**src/rtl/swap_stage_pkg.sv**
```systemverilog
// Shared encodings for the swap stage: command codes and FSM states.
package swap_stage_pkg;

   typedef enum logic [1:0] {
      CMD_LOAD_A = 2'd0,
      CMD_LOAD_B = 2'd1,
      CMD_SWAP   = 2'd2,
      CMD_READ   = 2'd3
   } cmd_e;

   typedef enum logic {
      ST_IDLE = 1'b0,
      ST_HOLD = 1'b1
   } state_e;

   localparam int COUNT_W = 8;

endpackage : swap_stage_pkg

```
**src/rtl/swap_out_buf.sv**
```systemverilog
// Output holding register: captures an A/B pair on load and presents it with
// valid/ready semantics until the downstream takes it.
module swap_out_buf #(
   parameter int WIDTH = 8
) (
   input  logic             clk,
   input  logic             rst,
   input  logic             load,
   input  logic [WIDTH-1:0] a_in,
   input  logic [WIDTH-1:0] b_in,
   input  logic             out_ready,
   output logic             out_valid,
   output logic [WIDTH-1:0] out_a,
   output logic [WIDTH-1:0] out_b
);

   logic             valid_q, valid_d;
   logic [WIDTH-1:0] a_q, a_d;
   logic [WIDTH-1:0] b_q, b_d;

   // Next-state: capture on load, drop valid on a handshake, otherwise hold.
   always_comb begin
      // NOTE: every output of this block gets a default first, so no path can infer a latch.
      valid_d = valid_q;
      a_d     = a_q;
      b_d     = b_q;
      if (load) begin
         valid_d = 1'b1;
         a_d     = a_in;
         b_d     = b_in;
      end else if (valid_q && out_ready) begin
         valid_d = 1'b0;
      end
   end

   // Holding registers, cleared asynchronously so a pending pair is dropped on reset.
   always_ff @(posedge clk or posedge rst) begin
      if (rst) begin
         valid_q <= 1'b0;
         a_q     <= '0;
         b_q     <= '0;
      end else begin
         valid_q <= valid_d;
         a_q     <= a_d;
         b_q     <= b_d;
      end
   end

   assign out_valid = valid_q;
   assign out_a     = a_q;
   assign out_b     = b_q;

endmodule : swap_out_buf

```
**src/rtl/swap_stage.sv**
```systemverilog
// Two-register swap stage: load A or B, exchange them, or snapshot both into
// an output buffer that is held until the downstream accepts it.
module swap_stage
   import swap_stage_pkg::*;
#(
   parameter int WIDTH = 8
) (
   input  logic               clk,
   input  logic               rst,
   input  logic               in_valid,
   output logic               in_ready,
   input  logic [1:0]         in_cmd,
   input  logic [WIDTH-1:0]   in_data,
   output logic               out_valid,
   input  logic               out_ready,
   output logic [WIDTH-1:0]   out_a,
   output logic [WIDTH-1:0]   out_b,
   output logic [COUNT_W-1:0] swap_count
);

   state_e               state_q, state_d;
   logic [WIDTH-1:0]     a_q, a_d;
   logic [WIDTH-1:0]     b_q, b_d;
   logic [COUNT_W-1:0]   swap_count_q, swap_count_d;
   cmd_e                 cmd;
   logic                 accept;
   logic                 read_accept;

   assign cmd         = cmd_e'(in_cmd);
   assign in_ready    = !rst && (state_q == ST_IDLE);
   assign accept      = in_valid && in_ready;
   assign read_accept = accept && (cmd == CMD_READ);

   // Command decode and FSM next-state; all values derive from pre-edge state.
   always_comb begin
      state_d      = state_q;
      a_d          = a_q;
      b_d          = b_q;
      swap_count_d = swap_count_q;
      if (accept) begin
         case (cmd)
            CMD_LOAD_A: a_d = in_data;
            CMD_LOAD_B: b_d = in_data;
            CMD_SWAP: begin
               a_d          = b_q;
               b_d          = a_q;
               swap_count_d = swap_count_q + 8'd1;
            end
            CMD_READ:   state_d = ST_HOLD;
         endcase
      end
      if (state_q == ST_HOLD && out_valid && out_ready) begin
         state_d = ST_IDLE;
      end
   end

   // State and data registers with asynchronous clear.
   always_ff @(posedge clk or posedge rst) begin
      if (rst) begin
         state_q      <= ST_IDLE;
         a_q          <= '0;
         b_q          <= '0;
         swap_count_q <= '0;
      end else begin
         // NOTE: non-blocking updates make SWAP read both old values before either is written.
         state_q      <= state_d;
         a_q          <= a_d;
         b_q          <= b_d;
         swap_count_q <= swap_count_d;
      end
   end

   swap_out_buf #(.WIDTH(WIDTH)) u_out_buf (
      .clk       (clk),
      .rst       (rst),
      .load      (read_accept),
      .a_in      (a_q),
      .b_in      (b_q),
      .out_ready (out_ready),
      .out_valid (out_valid),
      .out_a     (out_a),
      .out_b     (out_b)
   );

   assign swap_count = swap_count_q;

endmodule : swap_stage

```
**config.mk**
```make
export PLATFORM = sky130hd
export DESIGN_NAME = swap_stage
export DESIGN_NICKNAME = d
export VERILOG_FILES = /design/src/rtl/swap_stage_pkg.sv /design/src/rtl/swap_out_buf.sv /design/src/rtl/swap_stage.sv
export SDC_FILE = /design/constraint.sdc
export NUM_CORES = 1
export LEC_CHECK = 0
export ABC_AREA = 1
export CORE_ASPECT_RATIO = 0.7
export CORE_UTILIZATION = 57
export CTS_BUF_LIST = sky130_fd_sc_hd__clkbuf_2 sky130_fd_sc_hd__clkbuf_4 sky130_fd_sc_hd__clkbuf_8
export DETAILED_ROUTE_END_ITERATION = 16
export GPL_TIMING_DRIVEN = 1
export MAX_ROUTING_LAYER = met4
export PLACE_DENSITY = 0.95
export SLEW_MARGIN = 10
export SYNTH_ARGS = -nofsm -noshare
export SYNTH_HDL_FRONTEND = slang
export SYNTH_HIERARCHICAL = 1
export SYNTH_SLANG_ARGS = --single-unit
export TNS_END_PERCENT = 100
```
**constraint.sdc**
```tcl
create_clock -name clk -period 3.3 [get_ports clk]
set_input_delay 0.495 -clock clk [delete_from_list [all_inputs] [get_ports clk]]
set_output_delay 0.495 -clock clk [all_outputs]
set_load 0.1 [all_outputs]
```
# Word-level counts from Yosys, hierarchy flattened
# Index checks and enable logic that the tools add are counted.
[totals]
inputBits = 14
out_inout_bits = 26
word_cells = 36
ff_bits = 42
[op_classes]
n_reduce_logical = 17
n_eq_ne = 3
n_mux = 7
n_bitwise = 1
add_sub_neg = 1
[op_table]
columns = ["op", "count"]
rows = [
  ["one-hot mux 8 bit (2 select lines)", 2],
  ["nonzero test 2 bit", 5],
  ["adder 8 x 1 -> 8 bit (second input constant)", 1],
  ["AND reduction 2 bit", 4],
  ["logical AND 1 bit", 6],
  ["two-way mux 1 bit", 5],
  ["equality test 2 bit (second input constant)", 2],
  ["equality test 2 x 1 -> 1 bit (second input constant)", 1],
  ["logical NOT 2 bit", 1],
  ["logical NOT 1 bit", 1],
  ["inverter 1 bit", 1],
]

# Longest topological paths before layout
[depth]
ltp_word = 5
ltp_mapped = 9
ltp_nobuf = 7

# By module
# The synthesis kept the hierarchy.
[modules_own_cells]
columns = ["module", "cells_each", "seq_area_each_um2", "instances", "area_per_inst_um2"]
rows = [
  ["swap_stage", 162, 625.6, 1, 1312.5],
  ["swap_out_buf", 73, 425.4, 1, 679.4],
]

# Worst setup path after synthesis
# OpenSTA, ideal clock, no wires.
[synth_timing]
kind = "input-to-reg"
startpoint = "input rst"
endpoint = "register u_out_buf.a_q[0], in the netlist u_out_buf/out_a[0]"
arrival_ns = 1.741
required_time_ns = 3.178
path_stages = 8
setup_slack_ns = 1.436
path_buffers = 2
setup_ns = 0.122
cell_sequence = "nor2_4 nand2_1 nor2_1 buf_6 inv_8 buf_8 nand2_1 nand2_1"
[synth_between]
elab_chain_len = 4
[synth_lines]
columns = ["element", "line_no", "rtl"]
rows = [
  ["start, declared", "swap_stage.sv:9", "input logic rst,"],
  ["logical NOT 1 bit (no line)", "-", ""],
  ["logical AND 1 bit", "swap_stage.sv:30", "assign in_ready = !rst && (state_q == ST_IDLE);"],
  ["logical AND 1 bit", "swap_stage.sv:31", "assign accept = in_valid && in_ready;"],
  ["logical AND 1 bit", "swap_stage.sv:32", "assign read_accept = accept && (cmd == CMD_READ);"],
  ["via read_accept", "swap_stage.sv:27", "logic read_accept;"],
  ["end signal, assigned", "swap_out_buf.sv:40", "a_q <= '0;"],
  ["end signal, assigned", "swap_out_buf.sv:44", "a_q <= a_d;"],
  ["end, declared", "swap_out_buf.sv:18", "logic [WIDTH-1:0] a_q, a_d;"],
]
# The timed path passes the listed nets, and every way through them passes these cells.
# A chain may end at the register's enable or synchronous reset.

# Final worst setup path
[layout_timing]
startpoint = "register swap_count_q[3], in the netlist swap_count[3]"
endpoint = "output swap_count[3]"
[layout_lines]
columns = ["element", "line_no", "rtl"]
rows = [
  ["start, declared", "swap_stage.sv:24", "logic [COUNT_W-1:0] swap_count_q, swap_count_d;"],
  ["start signal, assigned", "swap_stage.sv:69", "swap_count_q <= swap_count_d;"],
  ["end, declared", "swap_stage.sv:18", "output logic [COUNT_W-1:0] swap_count"],
]
# No word-level cell between the ends.

==> impl_metrics.csv <==
group,metric,value,unit
clock_tree,cts_resized,0,
grt,grt_max_degree,26,
clock_tree,clk_latency,0.29,ns
layout,drive_gt1_share,7.64,%
floorplanning,core,3230,sq um
setup_path,critPathArrivalTime,1.91,ns
placement,portBuffers,39,
synth,netlist_area,1990,sq um
drt,drc_errors,0,
drt,vias,1637,
clock_tree,cts_buffer_depth,2,
floorplanning,die_x,72.7,um
clock_tree,htreeDepth,2,
floorplanning,start_util,61.6,%
layout,syn_to_final_growth,23.1,%
synth,ys_seq_area_share,52.8,%
clock_tree,root_buffer,"clkbuf_8",
setup_path,critPathKind,"register to output pin",
placement,gp_congestion,0.744,
timing,fmax,0.415,GHz
clock_tree,clk_pin_slew_worst_paths,0.07,ns
floorplanning,pin_count,40,
placement,dpl_worst_slack,1.02,ns
clock_tree,clock_sinks,42,
flow_run,drv_cap,0,
timing,hold_viol,0,
setup_path,crit_family,"buffers and inverters",
clock_tree,cts_hold_buf,0,
grt,grt_first_pass_wirelength,6830,um
worst_hold_path,holdCritPathClass,"register to register",
outcome,status,"completed",
setup_path,cp.buffers_inverters,1,
timing,rsz0062_at_grt,"no",
timing,slew_violations,0,
floorplanning,die_y,51.5,um
setup_path,worst_setup_path_end_kind,"output pin",
drt,via_per_inst,5.08,
setup_path,required,2.80,ns
grt,grt_pass1_vias,1511,
timing,worst_pin_slew,0.987,ns
setup_path,cp_slowest_cell,"clkdlybuf4s50_1",
grt,track_usage,26.1,%
drt,ant_nets,0,
drt,first_pass_iters,4,
timing,fin_crit_sh,72.9,%
timing,setup_viol,0,
drt,first_iter_violations,146,
timing,setup_tns,0,ns
synth,syn_area_per_cell,8.48,sq um
timing,clock-skew-final,0.00543,ns
floorplanning,die_area,3740,sq um
drt,wirelength,4070,um
setup_path,crit_path_max_fanout,7,
timing,slew_headroom,34.0,%
layout,antenna_cells,0,
placement,dp_hpwl,2950,um
clock_tree,cts_setup_buffers,0,
layout,fill_cells,238,
drt,wl_per_cell,12.6,um
grt,antenna_found_initial,0,
setup_path,cp_cell_sequence,"clkdlybuf4s50_1",
synth,ys_warn_count,6,
synth,synth-seq-cells,42,
clock_tree,cts_buffers,5,
setup_path,crit_path_start_kind,"register",
layout,finalNetCount,292,
synth,netlist_instances,235,
timing,timing.final.ws_setup,0.893,ns
grt,overflow,0,
synth,ys_types,24,
synth,syn_nets,253,
clock_tree,cts_tree,"yes",
timing,fin_crit,2.41,ns
setup_path,slowest_delay,1.17,ns
floorplanning,rows,17,
-- cells in the final DEF, fill, tap and decap left out, drive strengths merged --
cell type      count
nand2             97
dfrtp             42
clkdlybuf4s50     37
inv               22
o21ai             18
a21oi             16
nor2              15
clkbuf             6
nand3              6
ha                 4
buf                4
nand3b             2
clkinv             2
nand4              1
o21bai             1
o211ai             1
xnor2              1
-- sequential cells by signal (all words and copies together), names as in the netlist --
| register | count |
|---|---|
| a_q | 8 |
| b_q | 8 |
| swap_count | 8 |
| u_out_buf/out_a | 8 |
| u_out_buf/out_b | 8 |
| state_q | 1 |
| u_out_buf/out_valid | 1 |
-- cell type report --
type / instances / area (sq um) / area share (%)
clock buffer: 6 / 76.3 / 3.11
clock inverter: 2 / 13.8 / 0.561
inverter: 22 / 90.1 / 3.67
multi-input combinational: 162 / 762 / 31.1
sequential: 42 / 1050 / 42.9
tap: 47 / 58.8 / 2.40
timing repair buffer: 41 / 400 / 16.3
-- logic make-up (layout without fill, tap and decap cells) --
group                    count (synthesis)  in the layout  synth area share [%]
buffers and inverters                   31             71                  8.98
XOR/XNOR                                 1              1                 0.440
AO/OA/AOI/OAI                           36             36                  9.99
flip-flops                              42             42                  52.8
adder cells (fa/ha/maj)                  4              4                  2.51
AND/OR/NAND/NOR                        121            121                  25.3
-- through the flow --
| stage | instance area, sq um | utilization, % | hold WS (ns) | cells |
|---|---|---|---|---|
| floorplan | 1990 | - | 0.421 | 235 |
| global placement | 2360 | 73.1 | 0.453 | 314 |
| detailed placement | 2360 | 73.1 | 0.457 | 314 |
| CTS | 2450 | 75.9 | 0.476 | 322 |
| global route | 2450 | 75.9 | 0.512 | 322 |
| finish | 2450 | 75.9 | 0.471 | 322 |
-- metal layers --
layer / track usage, % / part of all wire, %
met5: - / 0
met4: 5.88 / 0.93
met3: 7.69 / 4.6
met2: 40.8 / 48
met1: 33.9 / 47
-- final timing paths --
| path | startpoint | end | slack (ns) | depth (start not counted) |
|---|---|---|---|---|
| min reg2reg | u_out_buf/out_b[2] | u_out_buf/out_b[2] | 0.47 | 2 |
| min in group asynchronous | rst | u_out_buf/out_a[6] | 0.71 | 2 |
| max reg2reg | state_q | u_out_buf/out_a[4] | 1.82 | 7 |
| max in group asynchronous | rst | a_q[2] | 1.88 | 2 |
| min | u_out_buf/out_b[2] | u_out_buf/out_b[2] | 0.47 | 2 |
| max | swap_count[3] | swap_count[3] | 0.89 | 1 |
-- cells in the mapped netlist --
cell      number  area (sq um)
buf_8          1          15.0
buf_6          4          45.0
nand3_1        4          20.0
nor2_4         1          11.3
nand3_2        1          10.0
nor2_1        14          52.6
o21ai_0        8          40.0
xnor2_1        1          8.76
nand2_1       94           353
dfrtp_1       42          1050
clkbuf_8       1          13.8
inv_8          1          11.3
o211ai_4       1          21.3
nand3b_1       2          15.0
a21oi_1       16          80.1
nand3_4        1          17.5
inv_1         20          75.1
o21bai_1       1          7.51
nand4_1        1          6.26
buf_2          3          15.0
o21ai_1       10          50.1
inv_2          1          3.75
nand2_2        3          18.8
ha_1           4          50.1
Power is not shown: default switching activity piles up to over one toggle a cycle in this logic, so the estimate is an artifact.
